[src/rtl/xcorr_peak_pick.sv]
// rtl/xcorr_peak_pick.sv - peak picker over one frame of cross-correlation results
// Define XCORR_PEAK_ABS_EN to rank samples by magnitude instead of signed value.
module xcorr_peak_pick #(
    parameter int RES_W  = 32,
    parameter int LAG_W  = 6,
    parameter int N_LAGS = 63
) (
    input  logic             clk,
    input  logic             rst_n,
    input  logic             start,
    input  logic             complete,
    input  logic [RES_W-1:0] result,
    output logic [LAG_W-1:0] lag_diff,
    output logic [RES_W-1:0] peak_val,
    output logic             busy,
    output logic             done
);

    localparam int K_W = $clog2(N_LAGS + 1);
    localparam logic [K_W-1:0]   K_LAST = K_W'(N_LAGS - 1);
    localparam logic [LAG_W-1:0] HALF   = LAG_W'((N_LAGS - 1) / 2);

    typedef enum logic [1:0] {
        S_IDLE,
        S_COLLECT,
        S_DONE
    } state_t;

    state_t                  state;
    logic                    armed;
    logic [K_W-1:0]          k;
    logic [K_W-1:0]          k_peak;
    logic signed [RES_W-1:0] max_key;
    logic [RES_W-1:0]        max_val;
    logic signed [RES_W-1:0] key;

    // Ranking key: the signed sample, or its magnitude with the most-negative
    // code saturated so it cannot wrap back to a negative number.
    always_comb begin
        key = result;
`ifdef XCORR_PEAK_ABS_EN
        if (result[RES_W-1]) begin
            if (result == {1'b1, {(RES_W-1){1'b0}}})
                key = {1'b0, {(RES_W-1){1'b1}}};
            else
                key = -result;
        end
`endif
    end

    // armed remembers that start was high, so a frame only opens on a falling edge.
    always_ff @(posedge clk or negedge rst_n) begin
        if (!rst_n) begin
            state    <= S_IDLE;
            armed    <= 1'b0;
            k        <= '0;
            k_peak   <= '0;
            max_key  <= '0;
            max_val  <= '0;
            lag_diff <= '0;
            peak_val <= '0;
            busy     <= 1'b0;
            done     <= 1'b0;
        end else begin
            done <= 1'b0;
            if (start) begin
                state   <= S_IDLE;
                armed   <= 1'b1;
                k       <= '0;
                k_peak  <= '0;
                max_key <= '0;
                max_val <= '0;
                busy    <= 1'b0;
            end else begin
                case (state)
                    S_IDLE: begin
                        if (armed) begin
                            state <= S_COLLECT;
                            armed <= 1'b0;
                            busy  <= 1'b1;
                            k     <= '0;
                        end
                    end
                    S_COLLECT: begin
                        if (complete) begin
                            if (k == '0 || key > max_key) begin
                                max_key <= key;
                                max_val <= result;
                                k_peak  <= k;
                            end
                            if (k == K_LAST) begin
                                state <= S_DONE;
                                busy  <= 1'b0;
                            end else begin
                                k <= k + 1'b1;
                            end
                        end
                    end
                    S_DONE: begin
                        lag_diff <= LAG_W'(k_peak) - HALF;
                        peak_val <= max_val;
                        done     <= 1'b1;
                        state    <= S_IDLE;
                        k        <= '0;
                    end
                    default: begin
                        state <= S_IDLE;
                        busy  <= 1'b0;
                    end
                endcase
            end
        end
    end

endmodule

[config.mk]
export PLATFORM = sky130hd
export DESIGN_NAME = xcorr_peak_pick
export DESIGN_NICKNAME = d
export VERILOG_FILES = /design/src/rtl/xcorr_peak_pick.sv
export SDC_FILE = /design/constraint.sdc
export NUM_CORES = 1
export LEC_CHECK = 0
export ABC_AREA = 1
export BUFFER_PORTS_ARGS = -buffer_cell sky130_fd_sc_hd__buf_2
export CORE_MARGIN = 4
export CORE_UTILIZATION = 53
export DETAILED_ROUTE_END_ITERATION = 12
export PLACE_DENSITY_LB_ADDON = 0.08
export SETUP_SLACK_MARGIN = 0.05
export SLEW_MARGIN = 20
export SYNTH_ARGS = -nofsm -noshare
export SYNTH_HDL_FRONTEND = slang
export SYNTH_SLANG_ARGS = --single-unit
[constraint.sdc]
create_clock -name clk -period 2.4 [get_ports clk]
set_clock_uncertainty 0.1 [all_clocks]
set_input_delay 0.36 -clock clk [delete_from_list [all_inputs] [get_ports clk]]
set_output_delay 0.36 -clock clk [all_outputs]
set_load 0.005 [all_outputs]
==> flow_summary.toml, run 1 <==
[outcome]
status = "finished, final reports clean"

[setup_path]
timing.rr.start = "max_val[13]$_DFFE_PN0P_"
required_ns = 2.54
critPathArrivalTime_ns = 2.41
worstSetupEndpointType = "flop"
crit_path_max_fanout = 9
reg2reg_slack_ns = 0.13
critical_path_class = "reg -> reg"
cp-start-kind = "flop"
r2r_cells = 15
r2r-end = "max_val[8]$_DFFE_PN0P_"

[timing]
tightestPinTransition_ns = 0.905
fin_crit_ns = 2.27
rsz0062_at_grt = "true"
fmax_mhz = 440
drv_slew = 0
min_period_over_period_pct = 94.6
hold_viol_final = 0
slew_headroom_pct = 39.7
setup_viol = 0
hold_slack_ns = 0.171

[grt]
antenna_found_initial = 0
grt_use_total_pct = 21.1
grt_max_degree = 78
grt_pass1_wl_um = 17500
first_global_vias = 3745
overflow = 0

[floorplan]
dieWidth_um = 101
fp-row-count = 33
io_pins = 76
die_h_um = 101
die_area_um2 = 10300
fp.coreArea_um2 = 8340
start_util_pct = 55.3

[route]
highest_layer = "met4"
routed_wirelength_um = 10900
wl_met3_um = 480
wl_met2_um = 5190
vias = 3861
first_pass_iters = 4
met1_length_um = 5100
antenna_left = 0
routed_via_density = 5.38
wl_per_cell_um = 15.2
drc = 0
drt-initial-drc-count = 193

[synthesis]
yosysWarnings = 0
avgSynthCellArea_um2 = 8.82
seq_area_frac_synth_pct = 47.2
ys_types = 29
syn_area_um2 = 4610
ys_seq_elements = 87
syn_inst = 523
synth_nets = 595

[placement]
port-buffer-count = 75
gp_congestion = 0.833
dp_hpwl_um = 7140
dp.cells = 687
placed_area_um2 = 5060

[clock_network]
root_buffer = "clkbuf_8"
cts.clk_slew.worst_paths_ns = 0.09
cts_tree = "yes"
cts_sinks = 87
htreeDepth = 3
cts_buffer_depth = 2
cts_made_buffers = 9
worstSkewPairLatency_ns = 0.35

[power_and_ir_drop]
pwr-share-clk_pct = 23.8
max-vdd-ir-drop_v = 0.000434
power_mw = 4.57
switching_share_pct = 34.6
power.internal_mw = 2.99
power.density_nw_per_um2 = 810
p_comb_share_pct = 33.5
p_leak_nw = 2.87
sequentialPowerShare_pct = 42.7
p_sw_mw = 1.58

[final_layout]
final_common_cell = "nand2_1"
num-nets-final = 679
layout_common_cells = "nand2_1, dfrtp_1, buf_2"
layout-drive-gt1-share_pct = 28.6
num_antenna_cells = 0
final_cell_area_um2 = 5650
fin_cells = 717
post-route-util_pct = 67.7
syn_to_final_growth_pct = 22.4

[hold_path]
hp-start = "result[29]"
hold_path_class = "in -> reg"
holdPathStages = 3
min_to = "max_val[29]$_DFFE_PN0P_"

[flow_run]
cap_violations = 0
-- power groups by stage --
stage          Clock [mW]  Sequential (mW)  Combinational [mW]
2_1_floorplan           0             1.97               0.830
3_3_place_gp            0             1.97                1.29
3_5_place_dp            0             1.98                1.32
4_1_cts              1.10             1.95                1.33
5_1_grt              1.16             1.99                1.73
6_report             1.09             1.95                1.53
-- area by class of cell --
cell class                      instances  area [um2]
Timing Repair Buffer                  101         664
Inverter                               55         209
Sequential cell                        87        2180
Clock inverter                          3        40.0
Tap cell                              105         131
Multi-Input combinational cell        353        2260
Fill cell                             681        2690
Clock buffer                           13         169
-- Yosys cell counts --
master / number / area (um2)
nand3_2: 21 / 210
buf_6: 3 / 33.8
xor2_1: 3 / 26.3
nand2_4: 2 / 22.5
nor2_1: 20 / 75.1
buf_2: 6 / 30.0
clkbuf_1: 15 / 56.3
nand3_1: 27 / 135
nor2_2: 2 / 12.5
inv_2: 1 / 3.75
a21oi_1: 17 / 85.1
ha_1: 36 / 450
nand3b_1: 1 / 7.51
nand4_1: 41 / 257
xnor2_1: 2 / 17.5
nand2_1: 129 / 484
o22ai_1: 1 / 6.26
buf_8: 2 / 30.0
buf_4: 1 / 7.51
o21a_1: 1 / 7.51
a21o_1: 1 / 7.51
o21ai_0: 42 / 210
and3_1: 1 / 6.26
inv_1: 54 / 203
nor3b_1: 1 / 7.51
nor3_1: 3 / 15.0
dfrtp_1: 87 / 2180
buf_12: 1 / 20.0
o21ai_1: 2 / 10.0
-- sequential cells by signal (all words and copies together), names as in the netlist --
name and cells:
armed 1, state 2, peak_val 32, k_peak 6, done 1, max_val 32, busy 1, k 6
lag_diff 6
-- critical path, cell delays in order (launching register included) --
cell and delay (ns):
dfrtp_1 0.36, inv_1 0.06, ha_1 0.30, a21oi_2 0.15
o21ai_1 0.08, a21oi_2 0.13, nand2_1 0.10, nand2_2 0.08
nand2_1 0.05, nand2_1 0.07, nand3_2 0.10, nand2_4 0.13
nand2_8 0.10, clkbuf_16 0.21, nand3_1 0.07, nand2_1 0.06
-- through the flow --
stage	worst slack (ns)	TNS (ns)
after global placement	0.0657	0
after CTS	0.0785	0
final	0.129	0
after global routing	-0.000770	-0.000770
after detailed placement	0.0399	0
after floorplan	0.416	0
-- repair_timing --
action	4_1_cts	5_1_grt
setup buffers	0	10
resized for setup	0	39
hold buffers	1	0
endpoints found under the setup margin	0	67
endpoints found under the hold margin	48	0
-- kinds of logic after synthesis --
logic type      after synthesis  synth area share [%]
xor+xnor                      5                 0.949
buf+inv                      83                  8.32
fa+ha+maj                    36                  9.76
compound gates               64                  7.08
flops                        87                  47.2
simple gates                248                  26.7
-- how the worst max path moves through the flow --
| stage | start | endpoint |
|---|---|---|
| 2_1_floorplan | result[7] | max_val[19]$_DFFE_PN0P_ |
| 3_3_place_gp | result[11] | max_val[3]$_DFFE_PN0P_ |
| 3_5_place_dp | result[11] | max_val[1]$_DFFE_PN0P_ |
| 4_1_cts | max_val[11]$_DFFE_PN0P_ | max_val[1]$_DFFE_PN0P_ |
| 5_1_grt | max_val[22]$_DFFE_PN0P_ | max_val[15]$_DFFE_PN0P_ |
| 6_report | max_val[13]$_DFFE_PN0P_ | max_val[8]$_DFFE_PN0P_ |
-- metal layers --
layer  vias up  global-route usage [%]
li1       1911                       -
met1      1849                    29.0
met2        88                    34.5
met3        13                    2.89
met4         0                    7.36
met5         -                       0
(Power assumes the default switching activity.)
==> inputs of run 2 (changes only) <==
Clock period 2.4 ns to 2.2 ns, I/O delays scaled along.
==> flow_summary.toml, run 2 (synthesis gave the netlist of run 1 again) <==
[timing]
fin_tns_setup_ns = -1.46
tightestPinTransition_ns = 0.898
min_period_over_period_pct = 103
slew_headroom_pct = 40.1
rsz0062_at_grt = "true"
setup_viol = 38
drv_slew = 0
setup_slack_ns = -0.0665
fmax_mhz = 441
fin_crit_ns = 2.27
hold_viol_final = 0

[setup_path]
worstSetupEndpointType = "flop"
cp-start-kind = "flop"
critical_path_class = "reg -> reg"
required_ns = 2.38
crit_path_max_fanout = 10
critPathArrivalTime_ns = 2.45

[final_layout]
syn_to_final_growth_pct = 29.9
num-nets-final = 690
final_common_cell = "nand2_1"
fin_cells = 728
final_cell_area_um2 = 5990
layout-drive-gt1-share_pct = 34.8
layout_common_cells = "nand2_1, dfrtp_1, buf_2"
num_antenna_cells = 0
top_regs = "max_val (32), peak_val (32)"
post-route-util_pct = 71.8

[power_and_ir_drop]
max-vdd-ir-drop_v = 0.000621
p_sw_mw = 1.84
power_mw = 5.38
p_comb_share_pct = 36.3
sequentialPowerShare_pct = 39.6
pwr-share-clk_pct = 24.1
switching_share_pct = 34.2
power.density_nw_per_um2 = 898
power.internal_mw = 3.54
p_leak_nw = 2.97

[floorplan]
dieWidth_um = 101
fp-row-count = 33
die_h_um = 101
die_area_um2 = 10300
start_util_pct = 55.3
fp.coreArea_um2 = 8340
io_pins = 76

[placement]
gp_congestion = 0.812
dp_hpwl_um = 7060
port-buffer-count = 75
dp.cells = 686
placed_area_um2 = 5080

[grt]
grt_pass1_wl_um = 18600
antenna_found_initial = 0
first_global_vias = 3849
overflow = 0
grt_use_total_pct = 22.6
grt_max_degree = 78

[clock_network]
cts_sinks = 87
htreeDepth = 3
root_buffer = "clkbuf_8"
cts_tree = "yes"
cts_buffer_depth = 2
cts_made_buffers = 9
worstSkewPairLatency_ns = 0.36
cts.clk_slew.worst_paths_ns = 0.10

[route]
wl_per_cell_um = 16.0
antenna_left = 0
drt-initial-drc-count = 161
routed_wirelength_um = 11700
first_pass_iters = 6
drc = 0
routed_via_density = 5.43
vias = 3955

[flow_run]
cap_violations = 0

[outcome]
status = "finished, violations left"
violations = "negative setup slack"

[hold_path]
hold_path_class = "in -> reg"
## run 2: cell types whose count changed in the layout (fill, tap and decap cells not counted), moves of 5 or more
cell	change
ha_1	-8
buf_4	+5
inv_1	-12
nand2_1	-9
ha_4	+8
inv_2	+12
nand2_2	+9
## run 2: cell type report
cell class | count | area, um2
clock buffers | 12 | 155
clock inverters | 4 | 76.3
fillers | 631 | 2350
inverters | 55 | 209
multi-input cells | 353 | 2400
flip-flops and latches | 87 | 2180
well taps | 105 | 131
repair buffers | 112 | 838
## run 2: through the flow
stage / hold WS [ns] / worst slack (ns)
after floorplan: -0.0656 / 0.220
after global placement: 0.279 / -0.0255
after detailed placement: 0.271 / -0.0379
after CTS: 0.120 / 0.0231
after global routing: 0.131 / -0.202
final: 0.132 / -0.0665
## run 2: path summary, 6_finish.rpt
| path | start | to | slack, ns | depth (start not counted) |
|---|---|---|---|---|
| setup / recovery | max_val[14]$_DFFE_PN0P_ | max_val[31]$_DFFE_PN0P_ | -0.07 | 15 |
| hold / removal | result[22] | max_val[22]$_DFFE_PN0P_ | 0.13 | 3 |
| setup reg to reg | max_val[14]$_DFFE_PN0P_ | max_val[31]$_DFFE_PN0P_ | -0.07 | 15 |
| hold reg to reg | peak_val[0]$_DFFE_PN0P_ | peak_val[0]$_DFFE_PN0P_ | 0.38 | 2 |
| max in group asynchronous | rst_n | k[0]$_DFFE_PN0P_ | 0.93 | 3 |
| min in group asynchronous | rst_n | peak_val[11]$_DFFE_PN0P_ | 0.42 | 2 |
## run 2: metal layers
| metal | GRT usage (%) | up-vias | part of all wire [%] |
|---|---|---|---|
| met2 | 37.8 | 88 | 49 |
| met5 | 0 | - | 0 |
| met4 | 7.36 | 0 | 1.7 |
| met1 | 30.5 | 1912 | 45 |
| met3 | 2.96 | 16 | 3.8 |
| li1 | - | 1939 | - |
## run 2: power groups by stage
stage	Sequential [mW]	Combinational, mW	Clock [mW]
after floorplan	2.15	0.905	0
after global placement	2.14	1.42	0
after detailed placement	2.16	1.46	0
after CTS	2.13	1.70	1.32
after global routing	2.17	2.18	1.38
final	2.13	1.95	1.30
## run 2: what timing repair did
item                                    in CTS  in global routing
setup buffers                                6                 13
hold buffers                                 1                  0
cloned                                       4                  2
pin swaps                                   33                 36
resized for setup                           24                 56
endpoints found under the setup margin      38                 76
endpoints found under the hold margin       44                  0
## run 2: worst max-delay path, stage by stage, from the launching register on
cell and delay (ns):
dfrtp_1 0.39, inv_1 0.09, ha_1 0.25, nand2_2 0.11, o21ai_1 0.11, a21oi_2 0.15, nand2_2 0.08, nand2_2 0.08
nand2_1 0.06, nand2_1 0.09, nand3_2 0.10, nand2_4 0.13, buf_6 0.14, buf_12 0.13, nand4_1 0.09, nand2_1 0.12
==> inputs of run 3 (changes only) <==
Settings changed: CORE_UTILIZATION 53 to 25.
==> flow_summary.toml, run 3 (synthesis gave the netlist of run 1 again) <==
[power_and_ir_drop]
p_leak_nw = 3.18
max-vdd-ir-drop_v = 0.000439
power.density_nw_per_um2 = 889

[setup_path]
cp-start-kind = "flop"
timing.rr.start = "max_val[19]$_DFFE_PN0P_"
critPathArrivalTime_ns = 2.34
reg2reg_slack_ns = 0.008
worstSetupEndpointType = "flop"
crit_path_max_fanout = 7
r2r_cells = 16
r2r-end = "max_val[6]$_DFFE_PN0P_"
critical_path_class = "reg -> reg"
required_ns = 2.35

[grt]
overflow = 0
grt_pass1_wl_um = 21200
grt_max_degree = 77
first_global_vias = 4075
grt_use_total_pct = 13.0
antenna_found_initial = 0

[placement]
gp_congestion = 0.758
pre_cts_slack_ns = -0.123
dp_hpwl_um = 8710
port-buffer-count = 75

[timing]
fmax_mhz = 456
fin_crit_ns = 2.19
tightestPinTransition_ns = 0.522
slew_headroom_pct = 65.2
setup_viol = 0
min_period_over_period_pct = 99.7
setup_slack_ns = 0.00753
drv_slew = 0
rsz0062_at_grt = "true"
hold_viol_final = 0
fin_tns_setup_ns = 0

[floorplan]
die_h_um = 144
start_util_pct = 25.5
fp-row-count = 49
fp.coreArea_um2 = 18100
dieWidth_um = 144
io_pins = 76
die_area_um2 = 20700

[clock_network]
htreeDepth = 3
worstSkewPairLatency_ns = 0.35
root_buffer = "clkbuf_16"
cts_buffer_depth = 2
cts.clk_slew.worst_paths_ns = 0.07
cts_made_buffers = 9
cts_tree = "yes"
cts_sinks = 87

[final_layout]
layout_common_cells = "nand2_1, dfrtp_1, buf_2"
syn_to_final_growth_pct = 39.1
top_regs = "max_val (32), peak_val (32)"
num-nets-final = 726
layout-drive-gt1-share_pct = 36.0
final_common_cell = "nand2_1"
num_antenna_cells = 0

[route]
wl_per_cell_um = 14.5
antenna_left = 0
routed_via_density = 4.44
first_pass_iters = 4
routed_wirelength_um = 12800
drc = 0
vias = 3939
drt-initial-drc-count = 185

[hold_path]
min_to = "max_val[6]$_DFFE_PN0P_"
holdPathStages = 3
hp-start = "result[6]"
hold_path_class = "in -> reg"

[flow_run]
cap_violations = 0

[outcome]
status = "finished, final reports clean"
run 3: cell count changes in the layout (fill, tap and decap cells not counted), sizes merged:
cell and delta:
clkinv +1, clkbuf +1, inv -1, clkinvlp +2
bufinv -1, buf +34
run 3: repair_timing:
action                                  in CTS  in global routing
cloned                                       1                  4
pin swaps                                    1                 18
resized for setup                           22                 37
buffers inserted                             4                  8
hold buffers                                 1                  0
endpoints found under the setup margin      38                 38
hold endpoints to repair                    23                  0
run 3: through the flow:
step / utilization, % / hold WS, ns / area (um2) / std cells / total power, mW
detailed placement: 31.0 / 0.179 / 5610 / 854 / 3.84
global route: 35.5 / 0.155 / 6420 / 888 / 6.16
floorplan: - / -0.0656 / 4610 / 523 / 3.06
global placement: 31.0 / 0.176 / 5610 / 854 / 3.82
finish: 35.5 / 0.150 / 6420 / 888 / 5.71
CTS: 33.6 / 0.137 / 6080 / 876 / 5.58
run 3: cell type report:
class,instances,area (um2)
fillers,1889,11700
repair buffers,148,1140
clock buffers,11,243
flip-flops and latches,87,2180
multi-input cells,353,2310
clock inverters,5,57.6
well taps,229,287
inverters,55,206
run 3: power by group:
part           internal (mW)  switching [mW]
Clock                  0.911           0.687
Sequential              1.93           0.204
Combinational          0.942            1.03
Total                   3.78            1.92
run 3: how the worst max path moves through the flow:
| stage | start | depth (start not counted) | end |
|---|---|---|---|
| floorplan | max_val[29]$_DFFE_PN0P_ | 16 | max_val[19]$_DFFE_PN0P_ |
| global placement | result[11] | 15 | max_val[29]$_DFFE_PN0P_ |
| detailed placement | result[11] | 15 | max_val[3]$_DFFE_PN0P_ |
| CTS | max_val[5]$_DFFE_PN0P_ | 17 | max_val[19]$_DFFE_PN0P_ |
| global route | max_val[3]$_DFFE_PN0P_ | 19 | max_val[12]$_DFFE_PN0P_ |
| finish | max_val[19]$_DFFE_PN0P_ | 16 | max_val[6]$_DFFE_PN0P_ |
run 3: metal layers:
| metal | share of wire, % | vias up | routed length [um] | track usage [%] |
|---|---|---|---|---|
| met5 | 0 | - | 0 | 0 |
| met4 | 1.8 | 0 | 229 | 5.05 |
| met3 | 2.7 | 14 | 352 | 2.46 |
| met2 | 46 | 59 | 5910 | 20.2 |
| met1 | 49 | 1855 | 6340 | 17.9 |
| li1 | - | 2011 | - | - |
run 3: worst max-delay path, stage by stage (launching register included):
cell	delay, ns
dfrtp_1	0.35
inv_1	0.06
ha_1	0.28
nand2_1	0.05
inv_1	0.07
nand2_1	0.05
nand2_1	0.05
nand2_1	0.07
a21oi_1	0.20
nor2_2	0.06
nand3_1	0.09
nand3_2	0.10
nand2_4	0.12
nand2_8	0.11
clkbuf_16	0.21
nand3_1	0.07
nand2_1	0.05
